===== config.mk =====
export PLATFORM = sky130hd
export DESIGN_NAME = adc_cfg_sched_flat
export DESIGN_NICKNAME = d
export VERILOG_FILES = /design/src/rtl/adc_cfg_sched_if.sv /design/src/rtl/adc_cfg_sched.sv /design/src/flat_wrapper.sv
export SDC_FILE = /design/constraint.sdc
export NUM_CORES = 1
export LEC_CHECK = 0
export BUFFER_PORTS_ARGS = -buffer_cell sky130_fd_sc_hd__buf_4
export CAP_MARGIN = 30
export CORE_MARGIN = 1
export CORE_UTILIZATION = 31
export CTS_CLUSTER_SIZE = 10
export DETAILED_ROUTE_END_ITERATION = 6
export GPL_TIMING_DRIVEN = 0
export SKIP_LAST_GASP = 1
export SLEW_MARGIN = 20
export SYNTH_ARGS = -nofsm -noshare
export SYNTH_HDL_FRONTEND = slang
export SYNTH_SLANG_ARGS = --single-unit
export TNS_END_PERCENT = 20

===== constraint.sdc =====
create_clock -name CLK -period 8.4 [get_ports CLK]
set_input_delay 1.26 -clock CLK [delete_from_list [all_inputs] [get_ports CLK]]
set_output_delay 1.26 -clock CLK [all_outputs]
set_load 0.005 [all_outputs]

===== src/rtl/adc_cfg_sched_if.sv =====
// Request/acknowledge and loader-drive bundle of the ADC configuration scheduler.
// The calibration side is the master; the scheduler is the slave.
interface adc_cfg_sched_if #(
    parameter int unsigned NCH = 3
) ();
    logic [NCH-1:0]   REQ;
    logic [6*NCH-1:0] REQ_GAIN;
    logic [9*NCH-1:0] REQ_OFFSET;
    logic [NCH-1:0]   ACK;
    logic             BUSY;
    logic [1:0]       CUR_CH;
    logic             ADC_ENABLE;
    logic [5:0]       ADC_GAIN;
    logic [8:0]       ADC_OFFSET;

    modport master (
        output REQ, REQ_GAIN, REQ_OFFSET,
        input  ACK, BUSY, CUR_CH, ADC_ENABLE, ADC_GAIN, ADC_OFFSET
    );

    modport slave (
        input  REQ, REQ_GAIN, REQ_OFFSET,
        output ACK, BUSY, CUR_CH, ADC_ENABLE, ADC_GAIN, ADC_OFFSET
    );
endinterface


===== src/rtl/adc_cfg_sched.sv =====
// Round-robin scheduler sharing one ADC configuration serial loader between NCH requesters.
// Each grant produces one loader frame: LOAD (1 cycle), SHIFT (SHIFT_LEN), GAP (GAP_LEN).
module adc_cfg_sched #(
    parameter int unsigned NCH       = 3,
    parameter int unsigned SHIFT_LEN = 52,
    parameter int unsigned GAP_LEN   = 4
) (
    input logic            CLK,
    input logic            RST,
    adc_cfg_sched_if.slave bus
);

    localparam int unsigned CntMax = (SHIFT_LEN > GAP_LEN) ? SHIFT_LEN : GAP_LEN;
    localparam int unsigned CntW   = $clog2(CntMax + 1);

    typedef enum logic [1:0] {StIdle, StLoad, StShift, StGap} state_e;

    state_e          state_q, state_d;
    logic [CntW-1:0] cnt_q, cnt_d;

    logic [NCH-1:0]  pend_q, pend_d;
    logic [5:0]      gain_st_q [NCH];
    logic [5:0]      gain_st_d [NCH];
    logic [8:0]      off_st_q  [NCH];
    logic [8:0]      off_st_d  [NCH];

    // Last granted channel; granted_q distinguishes "never granted" so the first search starts at 0
    logic [1:0]      ptr_q;
    logic            granted_q;

    logic            enable_q, busy_q;
    logic [5:0]      gain_q;
    logic [8:0]      offset_q;
    logic [1:0]      cur_ch_q;
    logic [NCH-1:0]  ack_q, ack_d;

    logic            grant_vld;
    logic [1:0]      grant_idx;
    logic            grant;

    // Round-robin search for the first pending channel after the last grant
    always_comb begin
        int unsigned start;
        int unsigned idx;
        grant_vld = 1'b0;
        grant_idx = '0;
        start     = granted_q ? ((int'(ptr_q) + 1) % NCH) : 0;
        for (int unsigned k = 0; k < NCH; k++) begin
            idx = (start + k) % NCH;
            if (!grant_vld && pend_q[idx]) begin
                grant_vld = 1'b1;
                grant_idx = 2'(idx);
            end
        end
    end

    assign grant = (state_q == StIdle) && grant_vld;

    // Frame sequencing and per-channel acknowledge generation
    always_comb begin
        state_d = state_q;
        cnt_d   = cnt_q;
        ack_d   = '0;
        unique case (state_q)
            StIdle: begin
                if (grant_vld) state_d = StLoad;
            end
            StLoad: begin
                state_d = StShift;
                cnt_d   = '0;
            end
            StShift: begin
                if (cnt_q == CntW'(SHIFT_LEN - 1)) begin
                    state_d = StGap;
                    cnt_d   = '0;
                end else begin
                    cnt_d = cnt_q + 1'b1;
                end
            end
            StGap: begin
                if (cnt_q == CntW'(GAP_LEN - 1)) state_d = StIdle;
                else                             cnt_d   = cnt_q + 1'b1;
            end
            default: state_d = StIdle;
        endcase
        // ACK lands on the last GAP cycle, so it is decided from the next-state values
        if (state_d == StGap && cnt_d == CntW'(GAP_LEN - 1)) ack_d[cur_ch_q] = 1'b1;
    end

    // Request capture; a request in its own grant cycle re-arms the flag with fresh values
    always_comb begin
        pend_d   = pend_q;
        gain_st_d = gain_st_q;
        off_st_d  = off_st_q;
        if (grant) pend_d[grant_idx] = 1'b0;
        for (int unsigned i = 0; i < NCH; i++) begin
            if (bus.REQ[i]) begin
                pend_d[i]    = 1'b1;
                gain_st_d[i] = bus.REQ_GAIN[6*i +: 6];
                off_st_d[i]  = bus.REQ_OFFSET[9*i +: 9];
            end
        end
    end

    // State, capture storage and registered outputs
    always_ff @(posedge CLK) begin
        if (RST) begin
            state_q   <= StIdle;
            cnt_q     <= '0;
            pend_q    <= '0;
            ptr_q     <= '0;
            granted_q <= 1'b0;
            enable_q  <= 1'b0;
            busy_q    <= 1'b0;
            gain_q    <= '0;
            offset_q  <= '0;
            cur_ch_q  <= '0;
            ack_q     <= '0;
            for (int unsigned i = 0; i < NCH; i++) begin
                gain_st_q[i] <= '0;
                off_st_q[i]  <= '0;
            end
        end else begin
            state_q   <= state_d;
            cnt_q     <= cnt_d;
            pend_q    <= pend_d;
            gain_st_q <= gain_st_d;
            off_st_q  <= off_st_d;
            enable_q  <= (state_d == StShift);
            busy_q    <= (state_d != StIdle);
            ack_q     <= ack_d;
            if (grant) begin
                gain_q    <= gain_st_q[grant_idx];
                offset_q  <= off_st_q[grant_idx];
                cur_ch_q  <= grant_idx;
                ptr_q     <= grant_idx;
                granted_q <= 1'b1;
            end
        end
    end

    assign bus.ACK        = ack_q;
    assign bus.BUSY       = busy_q;
    assign bus.CUR_CH     = cur_ch_q;
    assign bus.ADC_ENABLE = enable_q;
    assign bus.ADC_GAIN   = gain_q;
    assign bus.ADC_OFFSET = offset_q;

endmodule


===== src/flat_wrapper.sv =====
// flat-port wrapper written by rule: the top's interface ports become plain ports
module adc_cfg_sched_flat 
#(
    parameter int unsigned NCH       = 3,
    parameter int unsigned SHIFT_LEN = 52,
    parameter int unsigned GAP_LEN   = 4
)
  (CLK, RST, bus_REQ, bus_REQ_GAIN, bus_REQ_OFFSET, bus_ACK, bus_BUSY, bus_CUR_CH, bus_ADC_ENABLE, bus_ADC_GAIN, bus_ADC_OFFSET);
  adc_cfg_sched_if #(.NCH(NCH)) bus_i ();
  input logic CLK;
  input logic RST;
  input wire logic [$bits(bus_i.REQ)-1:0] bus_REQ;
  input wire logic [$bits(bus_i.REQ_GAIN)-1:0] bus_REQ_GAIN;
  input wire logic [$bits(bus_i.REQ_OFFSET)-1:0] bus_REQ_OFFSET;
  output wire logic [$bits(bus_i.ACK)-1:0] bus_ACK;
  output wire logic [$bits(bus_i.BUSY)-1:0] bus_BUSY;
  output wire logic [$bits(bus_i.CUR_CH)-1:0] bus_CUR_CH;
  output wire logic [$bits(bus_i.ADC_ENABLE)-1:0] bus_ADC_ENABLE;
  output wire logic [$bits(bus_i.ADC_GAIN)-1:0] bus_ADC_GAIN;
  output wire logic [$bits(bus_i.ADC_OFFSET)-1:0] bus_ADC_OFFSET;
  assign bus_i.REQ = bus_REQ;
  assign bus_i.REQ_GAIN = bus_REQ_GAIN;
  assign bus_i.REQ_OFFSET = bus_REQ_OFFSET;
  assign bus_ACK = bus_i.ACK;
  assign bus_BUSY = bus_i.BUSY;
  assign bus_CUR_CH = bus_i.CUR_CH;
  assign bus_ADC_ENABLE = bus_i.ADC_ENABLE;
  assign bus_ADC_GAIN = bus_i.ADC_GAIN;
  assign bus_ADC_OFFSET = bus_i.ADC_OFFSET;
  adc_cfg_sched #(.NCH(NCH), .SHIFT_LEN(SHIFT_LEN), .GAP_LEN(GAP_LEN)) u_core (.CLK(CLK), .RST(RST), .bus(bus_i));
endmodule

==> impl_results.md, run 1 <==
* Status: complete, no violations
* WP data required at 8.62 ns
* Worst Skew at between 0.005 and 0.006 ns
* # diodes at 0
* Worst slew pin tran at 0.9376 ns
* Clock Path Buffers at 2
* Final hold violations at 0
* Mux cell area share after synthesis at roughly 10%
* Critical path's largest stage delay at 0.57 ns
* Top-Level Pins at 72
* Sw frac at around 38%
* Syn avg cell area at 7.834 sq um
* HP Start: u_core.off_st_q[23]
* Final wirelength at about 22 mm
* CP Launch Point: u_core.ptr_q[0]
* Placed Area at between 0.007 and 0.008 sq mm
* Hold Slack at 0.4950 ns
* Main synth FF type: dfxtp_1
* Chip width at ~150 microns
* Die Span Y at between 150 and 200 microns
* Area growth, synth to finish at 20.34%
* Post-DRT Antenna Nets at 0
* TritonCTS clock tree: done
* Xor/xnor share of the synthesized area at between 1.5 and 2%
* DRC errors left at 0
* Dpl ws at -0.7859 ns
* Slowest cell on crit path: or4_1
* Via count at 7234
* Most frequent cell on the critical path: ha_1
* CTS Hold Bufs at 0
* Psw at approximately 0.61 mW
* Final net count at roughly 1000
* Final setup viols at 0
* Critical path launch point type: register
* Vias in the first global route at 6884
* Cells after Synth at 874
* Core Rows at 54
* Grt ovf at 0
* GRT Util Overall at between 10% and 20%
* Pwr/cell area at approximately 190 mW/mm^2
* Synth Register Bits at 79
* Port bufs at 67
* Pin count of the biggest net entering global routing at 16
* Post-synth ARST share at 0%
* Gr busiest metal: met2
* Mapped Area at 0.006847 sq mm
* Initial antenna violation count at 0
* Setup WS post-layout at 0.4657 ns
* Reg power frac at around 28%
* Final Cycle Share at between 90 and 100%
* Initial DRC Count at 549
* Largest family of logic cells by synthesized area: compound AO/OA/AOI/OAI gates
* WS Path Type: reg2reg
* CP Capture Type: register
* EDFF count, synth at 0
* Met1 Use GR at about a quarter
* Maximum vdd drop at 0.1887 mV
* Net Count, Synth at 952
* Clock share of power at 27.0%
* Filler cell count at roughly 2300
* Slew HR at between 30% and 40%
* HP Class: reg2reg
* Post-synthesis sequential area ratio at 23.10%
* RD Place Congestion at around 0.94
* Inserted Clock Buffers at 9
* H-tree level count at 3
* Synth cell types at 96
* Commonest non-fill, non-tap cell in the layout: nor2_1
* Leak at 3.300 nW
* Met3 usage at 3.394%
* Post-layout min period at about 7.9 ns
* Placed instance count at around 1200
* Layout cells sized above 1 at between 10% and 20%
* Starting Density at 31.47%
* Slew Viols, Final at 0
* Yosys warns at 0
* Worst reg2reg startpoint: u_core.ptr_q[0]
* Die area at 0.02268 sq mm
* Core area at ~0.022 sq mm
* Clock Tree Root: clkbuf_16
* WP data arrival at slightly above 8 ns
* Clock sink count at 79
* Internal power at roughly 0.97 mW
* Non-filler cells in the finished layout at about 1200
* Via density at 5.839
* GR Util met2 at between 30% and 40%
* DR WL/cell at 17.80 microns
* Compound-Gate Fraction of Synth Area at between 20% and 30%
* R2R depth at 35
* Simple-gate area share of the yosys netlist at a little over a quarter
* DP HPWL at 16.35 mm
* Design area at 0.008239 sq mm
* Worst skew pair latency at around 0.34 ns
* Gate power share at a little under half
* Adder-Cell Fraction of Synth Area at under 10%
* Fmax at 0.1260 GHz
* Worst-path clk slew at 0.06 ns
* Worst Hold Depth at 2
* First-pass GRT wire length at around 35 mm
* TritonRoute pass-1 iters at 5
* Most frequent cells in the layout: nor2_1, buf_4, dfxtp_1
* Max Cap Violations at 0
* CP Max Fanout at 10
## cells in the mapped netlist (all sizes together) (8+ instances only)
master / n / area [sq um]
nor2: 102 / 382.9
dfxtp: 79 / 1582
mux2i: 65 / 650.6
nand2: 58 / 220.2
a21oi: 47 / 235.2
o21ai: 45 / 225.2
clkbuf: 43 / 161.4
nor3: 31 / 187.7
nand3: 30 / 160.2
ha: 28 / 350.3
inv: 23 / 86.34
buf: 22 / 137.6
nand2b: 22 / 137.6
o221ai: 21 / 246.5
nand3b: 18 / 135.1
a31oi: 17 / 106.4
a211oi: 12 / 95.09
nor4: 12 / 90.09
o211ai: 12 / 100.1
o31ai: 11 / 82.58
a22oi: 10 / 80.07
and2: 10 / 62.56
xnor2: 10 / 87.58
and3: 9 / 56.30
nand4: 9 / 56.30
a21o: 8 / 60.06
o21a: 8 / 61.31
or2: 8 / 50.05
## state kept, by name, summed over array words and instances (netlist names)
name and cells:
u_core.pend_q 3, u_core.bus.ADC_OFFSET 9, u_core.granted_q 1, u_core.cnt_q 6, u_core.bus.ADC_ENABLE 1, u_core.bus.BUSY 1
u_core.ptr_q 2, u_core.bus.ADC_GAIN 6, u_core.gain_st_q 18, u_core.off_st_q 27, u_core.bus.ACK 3, u_core.state_q 2
## area by class of cell
cell class	instances	area, sq um	share of cell area, %
repair buffers	73	548.0	6.651
plain buffers	61	321.6	3.903
multi-input cells	705	5016	60.88
inverters	25	93.84	1.139
well taps	280	350.3	4.252
clock inverters	3	65.06	0.7897
flip-flops and latches	79	1584	19.23
clock buffers	13	260.3	3.159
## timing repair
| action | CTS | global route |
|---|---|---|
| setup buffers | 2 | 4 |
| pin swaps | 1 | 5 |
| gates resized for setup | 17 | 38 |
| setup endpoints to repair | 27 | 26 |
## power by group through the flow
stage,Sequential (mW),Clock (mW),Combinational (mW)
2_1_floorplan,0.439,0,0.506
3_3_place_gp,0.447,0,0.677
3_5_place_dp,0.446,0,0.682
4_1_cts,0.439,0.431,0.693
5_1_grt,0.445,0.445,0.782
6_report,0.440,0.425,0.710
## cells by family after synthesis
family                     Yosys count
AOI/OAI and AO/OA                  257
adders and majority gates           29
other                                1
muxes                               67
buffers and inverters               90
and+or+nand+nor                    339
DFF                                 79
xor gates and xnor gates            12
## final timing paths
path	slack, ns	end
max reg2reg	0.47	u_core.bus.ADC_OFFSET[4]
min	0.49	u_core.off_st_q[23]
max	0.47	u_core.bus.ADC_OFFSET[4]
min reg2reg	0.49	u_core.off_st_q[23]
## metrics by stage
stage          setup TNS (ns)  power, mW  util [%]
2_1_floorplan               0     0.9450         -
3_3_place_gp           -12.63      1.123     35.39
3_5_place_dp           -14.97      1.129     35.39
4_1_cts                     0      1.563     37.18
5_1_grt             -0.001049      1.671     37.87
6_report                    0      1.576     37.87
## per-layer routing
layer / routed length, microns / up-vias
li1: - / 3439
met1: 9612 / 3394
met2: 10060 / 351
met4: 620 / 0
met5: 0 / -
met3: 1762 / 50
## worst max-delay path: cells and delay by family, from the launching register on
kind,cells,cell delay [ns]
and+or+nand+nor,8,2.07
AOI/OAI and AO/OA,12,1.97
buffers and inverters,8,1.39
adders and majority gates,4,1.15
muxes,2,0.64
DFF,1,0.40
xor gates and xnor gates,1,0.20
Note: power is estimated with default switching activity, not from simulation.
==> run 2, diff against run 1 <==
--- a/config.mk
+++ b/config.mk
@@ -7,6 +7,7 @@
 export LEC_CHECK = 0
 export BUFFER_PORTS_ARGS = -buffer_cell sky130_fd_sc_hd__buf_4
 export CAP_MARGIN = 30
+export CORE_ASPECT_RATIO = 0.75
 export CORE_MARGIN = 1
 export CORE_UTILIZATION = 31
 export CTS_CLUSTER_SIZE = 10
==> constraint.sdc (replaced) <==
create_clock -name CLK -period 8.1 [get_ports CLK]
set_input_delay 1.215 -clock CLK [delete_from_list [all_inputs] [get_ports CLK]]
set_output_delay 1.215 -clock CLK [all_outputs]
set_load 0.005 [all_outputs]
==> run 2 against run 1 <==
Total power grew 11%. Largest power group unchanged. Routed wire length is 4.6% higher. Maximum frequency is 2.1% higher. Worst hold slack better by 0.0019 ns. Flip-flop and latch count stayed put. Global-route usage down 0.24 points. Design area increased by 2.5%. Setup slack worse by 0.14 ns. Utilization up 1.6 points.
==> impl_results.md, run 2 (synthesis gave the netlist of run 1 again) <==
* Worst slew pin tran at 0.9139 ns (was 0.9376 ns)
* Max Cap Violations at 0 (unchanged)
* Starting Density at 31.98% (was 31.47%)
* WP data arrival at 7.99 ns (was 8.16 ns)
* H-tree level count at 3 (unchanged)
* Worst skew pair latency at 0.34 ns (about the same)
* DP HPWL at 16.97 mm (was 16.35 mm)
* Slew Viols, Final at 0 (unchanged)
* CP Capture Type: register (unchanged)
* GR Util met2 at 26.15% (was 31.91%)
* Critical path's largest stage delay at 0.58 ns (was 0.57 ns)
* WS Path Type: reg2reg (unchanged)
* Critical path launch point type: register (unchanged)
* First-pass GRT wire length at 35.15 mm (was 35.28 mm)
* DRC errors left at 0 (unchanged)
* Chip width at 173.6 microns (was 150.6 microns)
* Post-DRT Antenna Nets at 0 (unchanged)
* Gr busiest metal: met1 (was met2)
* Clock Tree Root: clkbuf_16 (unchanged)
* CTS Hold Bufs at 0 (unchanged)
* Inserted Clock Buffers at 9 (unchanged)
* Met1 Use GR at 29.85% (was 25.39%)
* TritonRoute pass-1 iters at 6 (was 5)
* Worst-path clk slew at 0.06 ns (about the same)
* Commonest non-fill, non-tap cell in the layout: nor2_1 (unchanged)
* Core Rows at 46 (was 54)
* Final Cycle Share at 95.94% (was 94.46%)
* Fmax at 0.1287 GHz (was 0.1260 GHz)
* Final wirelength at 23.06 mm (was 22.05 mm)
* Maximum vdd drop at 0.1037 mV (was 0.1887 mV)
* HP Start: u_core.off_st_q[26] (was u_core.off_st_q[23])
* Largest register FFs at 27 (unchanged)
* RD Place Congestion at 0.9347 (was 0.9440)
* Area growth, synth to finish at 23.37% (was 20.34%)
* Via count at 7276 (was 7234)
* Leak at 3.374 nW (was 3.300 nW)
* Clock Path Buffers at 2 (unchanged)
* Met3 usage at 4.890% (was 3.394%)
* Final core occ at 39.45% (was 37.87%)
* Biggest register: u_core.off_st_q (unchanged)
* CP Max Fanout at 12 (was 10)
* TritonCTS clock tree: done (unchanged)
* HP Class: reg2reg (unchanged)
* WP data required at 8.32 ns (was 8.62 ns)
* Worst reg2reg startpoint: u_core.ptr_q[0] (unchanged)
* Grt ovf at 0 (unchanged)
* Pwr/cell area at 207.8 mW/mm^2 (was 191.3 mW/mm^2)
* CP Launch Point: u_core.ptr_q[0] (unchanged)
* Via density at 5.798 (was 5.839)
* Status: complete, no violations (unchanged)
* Initial antenna violation count at 0 (unchanged)
* Die Span Y at 130.7 microns (was 150.6 microns)
* Setup WS post-layout at 0.3287 ns (was 0.4657 ns)
* Clock sink count at 79 (unchanged)
* Dpl ws at -0.9637 ns (was -0.7859 ns)
* # diodes at 0 (unchanged)
* GRT Util Overall at 19.37% (was 19.61%)
* Die area at 0.02269 sq mm (was 0.02268 sq mm)
* Hold Slack at 0.4969 ns (was 0.4950 ns)
* Most frequent cell on the critical path: ha_1 (unchanged)
* Layout cells sized above 1 at 21.82% (was 19.19%)
* Slew HR at 39.07% (was 37.15%)
* Port bufs at 67 (unchanged)
* Initial DRC Count at 960 (was 549)
* Final hold violations at 0 (unchanged)
* Final setup viols at 0 (unchanged)
* Core area at 0.02141 sq mm (was 0.02176 sq mm)
* Slowest cell on crit path: or4_4 (was or4_1)
* Vias in the first global route at 6390 (was 6884)
* Final net count at 1040 (was 1032)
* Pin count of the biggest net entering global routing at 20 (was 16)
* DR WL/cell at 18.38 microns (was 17.80 microns)
* Most frequent cells in the layout: nor2_1, buf_4, dfxtp_1 (unchanged)
* Worst Skew at 0.004856 ns (was 0.005700 ns)
* Post-layout min period at 7.771 ns (was 7.934 ns)
* Top-Level Pins at 72 (unchanged)
## run 2: worst max-delay path: cells and delay by family, from the launching register on
family          cells  cell delay [ns]
buf+inv             8             1.03
simple gates        9             2.12
flops               1             0.39
fa+ha+maj           5             1.19
compound gates     15             2.67
mux                 1             0.24
## run 2: cell type report
class,count,area (sq um)
sequential,79,1589
tap,288,360.3
multi-input combinational,705,5075
inverter,25,98.84
timing repair buffer,81,615.6
clock buffer,10,239.0
fill,2233,12960
clock inverter,6,115.1
buffer,61,354.1
## run 2: repair_timing
action / 4_1_cts / 5_1_grt
endpoints found under the setup margin: 27 / 27
gates cloned: 0 / 1
gates resized for setup: 29 / 65
setup buffers: 2 / 10
hold endpoints to repair: 0 / 0
pin swaps: 1 / 9
## run 2: where the power goes
part	internal [mW]	switching (mW)	leakage, nW
clock	0.312	0.165	0.170
combinational	0.328	0.494	2.55
sequential	0.426	0.0310	0.650
total	1.06	0.690	3.37
## run 2: layer usage
| metal | routed length (microns) | vias to the layer above |
|---|---|---|
| met4 | 281 | 2 |
| met1 | 11410 | 3442 |
| li1 | - | 3470 |
| met2 | 9254 | 333 |
| met3 | 2070 | 29 |
| met5 | 50 | - |
## run 2: through the flow
stage	instance area [sq um]	power (mW)	TNS (ns)	instances
4_1_cts	8160	1.674	0	1245
3_5_place_dp	7710	1.183	-19.88	1229
5_1_grt	8447	1.851	-0.2144	1255
6_report	8447	1.755	0	1255
3_3_place_gp	7710	1.184	-20.85	1229
2_1_floorplan	6847	0.9800	0	874
## run 2: path summary, 6_finish.rpt
kind / end / cells after the start / slack [ns]
setup / recovery: u_core.bus.ADC_OFFSET[0] / 38 / 0.33
hold / removal: u_core.off_st_q[26] / 2 / 0.50
setup reg to reg: u_core.bus.ADC_OFFSET[0] / 38 / 0.33
hold reg to reg: u_core.off_st_q[26] / 2 / 0.50
